===== src/rtl/pc_pkg.sv =====
// Shared types and constants for the program-counter unit and its return-address stack.
package pc_pkg;

  typedef enum logic [1:0] {
    PC_INC    = 2'b00,
    PC_BRANCH = 2'b01,
    PC_JREG   = 2'b10,
    PC_RET    = 2'b11
  } pcsrc_t;

  localparam int unsigned INC_DEFAULT = 4;

  // Instruction fetch targets must be word aligned.
  function automatic logic is_aligned(input logic [1:0] lsb);
    return lsb == 2'b00;
  endfunction

endpackage


===== src/rtl/pc_unit_if.sv =====
// Control-side bundle of the PC unit: next-PC selection inputs and fetch/RAS status outputs.
interface pc_unit_if #(
  parameter int ADDRESS_WIDTH = 32
);
  import pc_pkg::*;

  logic                     stall;
  pcsrc_t                   PCsrc;
  logic [ADDRESS_WIDTH-1:0] ImmOp;
  logic [ADDRESS_WIDTH-1:0] RegTarget;
  logic                     call;
  logic [ADDRESS_WIDTH-1:0] PC;
  logic                     ras_empty;
  logic                     ras_full;
  logic                     misalign;

  modport master (
    output stall, PCsrc, ImmOp, RegTarget, call,
    input  PC, ras_empty, ras_full, misalign
  );

  modport slave (
    input  stall, PCsrc, ImmOp, RegTarget, call,
    output PC, ras_empty, ras_full, misalign
  );

endinterface


===== src/rtl/ras_stack.sv =====
// Circular return-address stack; a push when full silently overwrites the oldest entry.
module ras_stack #(
  parameter int DEPTH = 4,
  parameter int AW    = 32
) (
  input  logic          clk,
  input  logic          rst,
  input  logic          push,
  input  logic          pop,
  input  logic [AW-1:0] wdata,
  output logic [AW-1:0] top,
  output logic          empty,
  output logic          full
);

  localparam int PW = $clog2(DEPTH);
  localparam int CW = PW + 1;

  logic [AW-1:0] mem [DEPTH];
  logic [PW-1:0] ptr;       // next free slot; top lives one below
  logic [PW-1:0] top_idx;
  logic [CW-1:0] count;
  logic          do_pop;

  assign top_idx = ptr - PW'(1);
  assign top     = mem[top_idx];
  assign empty   = (count == '0);
  assign full    = (count == CW'(DEPTH));
  assign do_pop  = pop && !empty;

  always_ff @(posedge clk) begin
    if (!rst) begin
      ptr   <= '0;
      count <= '0;
    end else if (push && do_pop) begin
      // Return-and-call: top is replaced in place, depth unchanged.
      ptr   <= ptr;
      count <= count;
    end else if (push) begin
      ptr <= ptr + PW'(1);
      if (!full) count <= count + CW'(1);
    end else if (do_pop) begin
      ptr   <= ptr - PW'(1);
      count <= count - CW'(1);
    end
  end

  // NOTE: the storage array has no reset; only pointer and count define validity.
  always_ff @(posedge clk) begin
    if (push) mem[do_pop ? top_idx : ptr] <= wdata;
  end

endmodule


===== src/rtl/pc_unit.sv =====
// Fetch program counter: next-PC selection, alignment check, stall and return-address prediction.
module pc_unit
  import pc_pkg::*;
#(
  parameter int                     ADDRESS_WIDTH = 32,
  parameter logic [ADDRESS_WIDTH-1:0] RESET_VECTOR = '0,
  parameter int unsigned            INC           = INC_DEFAULT,
  parameter int                     RAS_DEPTH     = 4
) (
  input logic      clk,
  input logic      rst,
  pc_unit_if.slave bus
);

  localparam int AW = ADDRESS_WIDTH;

  logic [AW-1:0] pc_q;
  logic          misalign_q;
  logic [AW-1:0] seq_pc;
  logic [AW-1:0] candidate;
  logic [AW-1:0] ras_top;
  logic          ras_empty;
  logic          ras_full;
  logic          want_pop;
  logic          advance;

  assign seq_pc = pc_q + AW'(INC);

  // NOTE: every comb output gets a default first so no path leaves it unassigned (no latch).
  always_comb begin
    candidate = seq_pc;
    want_pop  = 1'b0;
    unique case (bus.PCsrc)
      PC_INC:    candidate = seq_pc;
      PC_BRANCH: candidate = pc_q + bus.ImmOp;
      PC_JREG:   candidate = bus.RegTarget & ~AW'(1);
      PC_RET: begin
        if (!ras_empty) begin
          candidate = ras_top;
          want_pop  = 1'b1;
        end
      end
      default:   candidate = seq_pc;
    endcase
  end

  assign advance = rst && !bus.stall && is_aligned(candidate[1:0]);

  always_ff @(posedge clk) begin
    if (!rst) begin
      pc_q       <= RESET_VECTOR;
      misalign_q <= 1'b0;
    end else if (bus.stall) begin
      misalign_q <= 1'b0;
    end else if (!is_aligned(candidate[1:0])) begin
      misalign_q <= 1'b1;
    end else begin
      pc_q       <= candidate;
      misalign_q <= 1'b0;
    end
  end

  ras_stack #(
    .DEPTH (RAS_DEPTH),
    .AW    (AW)
  ) u_ras (
    .clk   (clk),
    .rst   (rst),
    .push  (bus.call && advance),
    .pop   (want_pop && advance),
    .wdata (seq_pc),
    .top   (ras_top),
    .empty (ras_empty),
    .full  (ras_full)
  );

  assign bus.PC        = pc_q;
  assign bus.misalign  = misalign_q;
  assign bus.ras_empty = ras_empty;
  assign bus.ras_full  = ras_full;

endmodule

===== src/flat_wrapper.sv =====
// flat-port wrapper written by rule: the top's interface ports become plain ports
module pc_unit_flat import pc_pkg::*;
#(
  parameter int                     ADDRESS_WIDTH = 32,
  parameter logic [ADDRESS_WIDTH-1:0] RESET_VECTOR = '0,
  parameter int unsigned            INC           = INC_DEFAULT,
  parameter int                     RAS_DEPTH     = 4
)
  (clk, rst, bus_stall, bus_PCsrc, bus_ImmOp, bus_RegTarget, bus_call, bus_PC, bus_ras_empty, bus_ras_full, bus_misalign);
  pc_unit_if #(.ADDRESS_WIDTH(ADDRESS_WIDTH)) bus_i ();
  input logic clk;
  input logic rst;
  input wire logic [$bits(bus_i.stall)-1:0] bus_stall;
  input wire logic [$bits(bus_i.PCsrc)-1:0] bus_PCsrc;
  input wire logic [$bits(bus_i.ImmOp)-1:0] bus_ImmOp;
  input wire logic [$bits(bus_i.RegTarget)-1:0] bus_RegTarget;
  input wire logic [$bits(bus_i.call)-1:0] bus_call;
  output wire logic [$bits(bus_i.PC)-1:0] bus_PC;
  output wire logic [$bits(bus_i.ras_empty)-1:0] bus_ras_empty;
  output wire logic [$bits(bus_i.ras_full)-1:0] bus_ras_full;
  output wire logic [$bits(bus_i.misalign)-1:0] bus_misalign;
  assign bus_i.stall = bus_stall;
  assign bus_i.PCsrc = bus_PCsrc;
  assign bus_i.ImmOp = bus_ImmOp;
  assign bus_i.RegTarget = bus_RegTarget;
  assign bus_i.call = bus_call;
  assign bus_PC = bus_i.PC;
  assign bus_ras_empty = bus_i.ras_empty;
  assign bus_ras_full = bus_i.ras_full;
  assign bus_misalign = bus_i.misalign;
  pc_unit #(.ADDRESS_WIDTH(ADDRESS_WIDTH), .RESET_VECTOR(RESET_VECTOR), .INC(INC), .RAS_DEPTH(RAS_DEPTH)) u_core (.clk(clk), .rst(rst), .bus(bus_i));
endmodule

===== config.mk =====
export PLATFORM = sky130hd
export DESIGN_NAME = pc_unit_flat
export DESIGN_NICKNAME = d
export VERILOG_FILES = /design/src/rtl/pc_pkg.sv /design/src/rtl/pc_unit_if.sv /design/src/rtl/ras_stack.sv /design/src/rtl/pc_unit.sv /design/src/flat_wrapper.sv
export SDC_FILE = /design/constraint.sdc
export NUM_CORES = 1
export LEC_CHECK = 0
export ABC_AREA = 1
export CORE_UTILIZATION = 30
export DETAILED_ROUTE_END_ITERATION = 10
export RECOVER_POWER = 50
export SETUP_SLACK_MARGIN = 0.4
export SLEW_MARGIN = 0
export SYNTH_ARGS = -nofsm -noshare
export SYNTH_HDL_FRONTEND = slang
export SYNTH_SLANG_ARGS = --single-unit

===== constraint.sdc =====
create_clock -name clk -period 10.6 [get_ports clk]
set_input_delay 2.12 -clock clk [delete_from_list [all_inputs] [get_ports clk]]
set_output_delay 2.12 -clock clk [all_outputs]
set_load 0.005 [all_outputs]

After elaboration in Yosys (flattened, before gate mapping)
Memory sizes are Yosys's and may differ from the RTL's.
Cells that the tools add are included.
{ "word_totals": {"regBits": 38, "mem_bits_rw": 128, "inputBits": 70, "out_inout_bits": 35, "elab_cells": 46, "memories": 1} }
{ "op_classes": {"n_addsub": 6, "eq_ne": 5, "n_mux": 12, "bitwise": 3, "n_reduce_logical": 15} }
{ "memory_table": {"columns": ["name", "words", "word_bits", "rd", "rd_ports_with_merged_regs", "write_ports", "line_no", "text"], "rows": [
  ["u_core.u_ras.mem", 4, 32, 1, 0, 1, "ras_stack.sv:19", "logic [AW-1:0] mem [DEPTH];"]
]} }
{ "op_table": {"columns": ["operator", "count"], "rows": [
  ["$pmux 32 s4", 1],
  ["$add 32x3->32 const B", 1],
  ["$add 32x32->32", 1],
  ["$mux 32", 1],
  ["$mux 3", 3],
  ["$logic_and 1x1->1", 6],
  ["$mux 1", 5],
  ["$eq 2x2->1 const B", 2],
  ["$logic_not 2->1", 2],
  ["$mux 2", 2],
  ["$add 3x1->3 const B", 1],
  ["$eq 3x3->1 const B", 1],
  ["$logic_not 3->1", 1],
  ["$not 1->1", 3],
  ["$reduce_and 3->1", 1],
  ["$sub 3x1->3 const B", 1],
  ["$add 2x1->2 const B", 1],
  ["$eq 2x1->1 const B", 1],
  ["$logic_not 1->1", 2],
  ["$ne 2x2->1 const B", 1],
  ["$reduce_and 2->1", 1],
  ["$reduce_bool 2->1", 1],
  ["$reduce_or 2->1", 1],
  ["$sub 2x1->2 const B", 1]
]} }

Logic depth before layout (Yosys ltp)
An unclocked memory read counts as a cell.
{ "logic_depth": {"ltp_word": 11, "mapped_depth": 18, "depth_no_buf": 17} }

Cells and area by module
From an unflattened synthesis, not the netlist that was laid out.
{ "hier_totals": {"hier_cells": 1342, "area_unflattened_um2": 10316.1} }
{ "modules_own_cells": {"columns": ["mod", "n_inst", "cells_per_inst", "area_each_um2", "seq_area_each_um2"], "rows": [
  ["pc_unit", 1, 1009, 5315.1, 660.6],
  ["ras_stack", 1, 333, 5001.0, 3943.8]
]} }

Worst setup path after synthesis
No wires, ideal clock.
{ "synth_timing": {"kind": "input port to flip-flop", "startpoint": "in bus_ImmOp[0]", "endpoint": "mem u_core.u_ras.mem[0][0], enable pin", "setup_time_ns": 0.461, "t_arrival_ns": 5.673, "required_ns": 10.139, "slack_ns": 4.466, "stages": 10, "n_path_buf": 0, "cell_sequence": "ha_1 > inv_1 > fa_1 > o21ai_1 > clkinv_1 > nand2_1 > nor2_4 > nand3_2 > xor2_1 > nor3_1"} }
{ "synth_via": {"elab_chain_cells": 7, "word_cells_on_any_way": 10, "cone_classes": "1 x add/sub; 4 x mux; 5 x reduce/logical"} }
{ "synth_rtl": {"columns": ["item", "line_no", "text"], "rows": [
  ["from (decl)", "flat_wrapper.sv:15", "input wire logic [$bits(bus_i.ImmOp)-1:0] bus_ImmOp;"],
  ["$add 32x32->32 (*)", "pc_unit.sv:35", "PC_BRANCH: candidate = pc_q + bus.ImmOp;"],
  ["$pmux 32 s4 (*)", "pc_unit.sv:33", "unique case (bus.PCsrc)"],
  ["$logic_not 2->1 (*)", "pc_pkg.sv:15", "return lsb == 2'b00;"],
  ["$logic_and 1x1->1 (*)", "pc_unit.sv:47", "assign advance = rst && !bus.stall && is_aligned(candidate[1:0]);"],
  ["$logic_and 1x1->1, on equally long branches", "pc_unit.sv:69, pc_unit.sv:70", null],
  ["$mux 1 / $logic_and 1x1->1 (equally long branches)", "ras_stack.sv:50, ras_stack.sv:29", null],
  ["$mux 1 / $mux 2 (equally long branches)", null, null],
  ["to (decl)", "ras_stack.sv:19", null]
]} }
Mark *: on every way between the ends. The rest lies on a longest branch, timed or not.

Worst setup path after layout
{ "layout_timing": {"startpoint": "in bus_PCsrc[1]", "endpoint": "mem u_core.u_ras.mem[1][17], enable pin"} }
{ "layout_via": {"elab_chain_cells": 7, "word_cells_on_any_way": 14, "cone_classes": "3 x eq/ne; 5 x mux; 6 x reduce/logical"} }
{ "layout_rtl": {"columns": ["item", "line_no", "text"], "rows": [
  ["from (decl)", "flat_wrapper.sv:14", "input wire logic [$bits(bus_i.PCsrc)-1:0] bus_PCsrc;"],
  ["$eq 2x2->1, or another cell as far along", "pc_unit.sv:33", null],
  ["$pmux 32 s4", "pc_unit.sv:33", null],
  ["$logic_not 2->1", "pc_pkg.sv:15", null],
  ["$logic_and 1x1->1", "pc_unit.sv:47", null],
  ["$logic_and 1x1->1, on equally long branches", "pc_unit.sv:69, pc_unit.sv:70", null],
  ["$mux 1 / $logic_and 1x1->1 (equally long branches)", "ras_stack.sv:50, ras_stack.sv:29", null],
  ["$mux 1 / $mux 2 (equally long branches)", null, null]
]} }
Parallel ways exist; a longest one is shown, timed or not.

==> results.md <==
- N_diodes: 0
- Row cnt: 67
- Avg WL per Cell: 18.7 um
- First-pass GRT wire length: ~52,000 um
- Post-Synth Adder-Cell Area: approximately 4.3%
- Layout fillers: about 3,400
- Final WS setup: roughly 4.4 ns
- LEAKAGE: around 0.005 uW
- RSZ-0062 raised after global routing: false
- First drt pass iteration count: 5
- Layout area overhead: 20.6%
- Main flop type after synthesis: edfxtp_1
- Worst Max-Slew Pin Slew: between 0.9 and 1 ns
- Post-CTS Resized: 0
- Arr. time, crit path: 6.33 ns
- R2R depth: 13
- Core Area: 0.0334 mm^2
- GR Overflow Total: 0
- Vias in the first global route: between 9,000 and 10,000
- Max Cap Viol: 0
- Flops & latches, synth: between 150 and 200
- Worst flop-to-flop path endpoint: u_core.u_ras.mem[1][17]$_DFFE_PP_
- Pwr dens: 142 mW/mm^2
- Vias per cell: between 5 and 6
- Die height: roughly 190 um
- Synth cell count leaders: nand2_1 (349), inv_1 (154), edfxtp_1 (128)
- Min-delay worst type: register to register
- TritonCTS clock tree: done
- Yosys top cell area share: 37.8%
- Hold_sp: u_core.u_ras.count[1]$_SDFFE_PN0P_
- Clock latency on the worst-skew pair: approximately 0.43 ns
- Cells after synthesis: 1,305
- Share of cells above drive strength 1: about 5.3%
- Period utilization: 58.9%
- Clock transition at the registers of the reported paths: 0.06 ns
- Post-synthesis simple-gate area fraction: 26.8%
- Syn Nets: 1,409
- Asr flop ratio synth: 0%
- WHS Endpoint: u_core.u_ras.count[1]$_SDFFE_PN0P_
- ANT nets after route: 0
- Total Power: around 1700 uW
- Final setup violation count: 0
- Final Max Slew Viols: 0
- Setup TNS Final: 0 ns
- Max Fanout on Critical Path: 20
- Gp weighted congestion: approximately 0.95
- Hold Vio Cnt, Final: 0
- Dominant cells by area after synthesis: edfxtp_1 (38%), nand2_1 (13%), dfxtp_1 (7.5%), inv_1 (5.7%), nor2_1 (4.7%)
- Synth Cell Area: roughly 0.010 mm^2
- Most common cell in the netlist: nand2_1
- VDD IR max: ~0.1 mV
- Initial antenna violation count: 0
- Min Clock Period, post-route: between 6 and 7 ns
- R2R setup slack: 6.17 ns
- DR DRC count: 0
- CP Launch Type: input port
- Outcome: finished, final reports clean
- Worst Skew: roughly 0.013 ns
- Crit end category: register
- Post-synthesis mux area share: 0%
- Number of H-tree levels: 4
- Clk sink count: 166
- Cell taking the most area after synthesis: edfxtp_1
- Final core occ: a little under two fifths
- Post-synth EDFFs: ~130
- Total CTS buffers: 17
- Port Buffers: about 100
- Dpl hpwl: 26,300 um
- GRT Resource Usage Total: between 20% and 30%
- FF-to-FF Start: u_core.u_ras.ptr[0]$_SDFFE_PN0N_
- Cell variety after synth: between 40 and 50
- CP Class: input port to register
- Area share of xor/xnor cells in the synthesized design: 2.07%
- Die width: 186 um
- Final wirelength: approximately 35,000 um
- Initial Utilization: between 30% and 40%
- CTS Hold Bufs: 0
- CTS max path bufs: 2
- Post-CTS Repair Setup Buffers: 0
- Largest family of logic cells by synthesized area: simple AND/OR/NAND/NOR gates
- Via count: roughly 9,500
- CP required: roughly 11 ns
- YS warnings: 0
- Fmax achieved: 160 MHz
- Seq/Total Area, Yosys: 45.3%
- IO Count: around 110
- Max-slew headroom: between 30 and 40%
- Synthesized area per cell: about 7.8 um^2
- Nets: ~1,500
- Die ar.: approximately 0.035 mm^2
- WHS Path Cells: 2
- DP Worst Slack: between 4 and 5 ns
- Post-synthesis compound-gate area fraction: around 14%
- Initial DRC count: 716
- Largest net degree at the start of global routing: 56
- Root Buffer: clkbuf_16
[worst max-delay path by stage]
stage | end | slack (ns) | depth (start not counted) | start
floorplan | u_core.u_ras.mem[0][0]$_DFFE_PP_ | 4.47 | 10 | bus_ImmOp[0]
CTS | u_core.u_ras.mem[1][25]$_DFFE_PP_ | 4.64 | 12 | bus_PCsrc[1]
global placement | u_core.u_ras.mem[1][24]$_DFFE_PP_ | 4.21 | 12 | bus_PCsrc[1]
detailed placement | u_core.u_ras.mem[1][24]$_DFFE_PP_ | 4.22 | 12 | bus_PCsrc[1]
global route | u_core.u_ras.mem[1][25]$_DFFE_PP_ | 4.10 | 12 | bus_PCsrc[1]
finish | u_core.u_ras.mem[1][17]$_DFFE_PP_ | 4.35 | 12 | bus_PCsrc[1]
[cells in the final DEF (no fill, tap or decap), types with 38 or more instances in the layout]
cell type / instances
edfxtp_1: 128
nand3_1: 78
nor2_1: 125
a21oi_1: 78
o21ai_0: 82
nand2_1: 349
dfxtp_1: 38
inv_1: 155
clkdlybuf4s50_1: 68
[metal layers]
layer / global-route usage [%] / share of wire [%]
met1: 28.4 / 45
met3: 1.87 / 6.3
met4: 7.11 / 2.6
met5: 0 / 0
met2: 33.2 / 46
[critical path, cell delays in order]
cell and delay, ns:
clkdlybuf4s50_1 0.63, inv_1 0.58, nand2_2 0.27, inv_1 0.63, nand2_1 0.23, nand3_2 0.16, nor2_4 0.06, nand3_2 0.11
xor2_1 0.34, nand2_1 0.18, nor2_2 0.57, buf_4 0.44
[sequential cells by signal (all words and copies together), names as in the netlist]
signal and cells:
u_core.u_ras.mem 128, u_core.u_ras.ptr 2, u_core.u_ras.count 3, u_core.bus.PC 32
u_core.bus.misalign 1
[power by group]
| part | leakage (uW) | internal (uW) | total [uW] | switching, uW |
|---|---|---|---|---|
| Combinational | 0.00335 | 130 | 351 | 221 |
| Clock | 0.000292 | 362 | 632 | 271 |
| Sequential | 0.00150 | 725 | 760 | 34.6 |
[area by class of cell]
class                      instances  area (um^2)  area share, %
sequential                       166         4600           37.5
tap                              448          561           4.57
timing repair buffer             111         1090           8.89
clock buffer                      21          493           4.02
inverter                         164          616           5.02
multi-input combinational        940         4800           39.1
clock inverter                    11          109          0.887
[kinds of logic (layout without fill, tap and decap cells)]
| kind of cell | count (synthesis) | count (layout) |
|---|---|---|
| xor+xnor | 24 | 24 |
| simple gates | 636 | 636 |
| flops | 166 | 166 |
| compound gates | 246 | 246 |
| fa+ha+maj | 34 | 34 |
| buf+inv | 199 | 307 |
[through the flow]
stage / cells / hold WS (ns) / instance area (um^2)
after floorplan: 1305 / 0.496 / 10200
after global placement: 1829 / 0.514 / 11700
after detailed placement: 1829 / 0.527 / 11700
after CTS: 1861 / 0.551 / 12300
after global routing: 1861 / 0.602 / 12300
final: 1861 / 0.553 / 12300
Power figures use the tool's default switching activity.
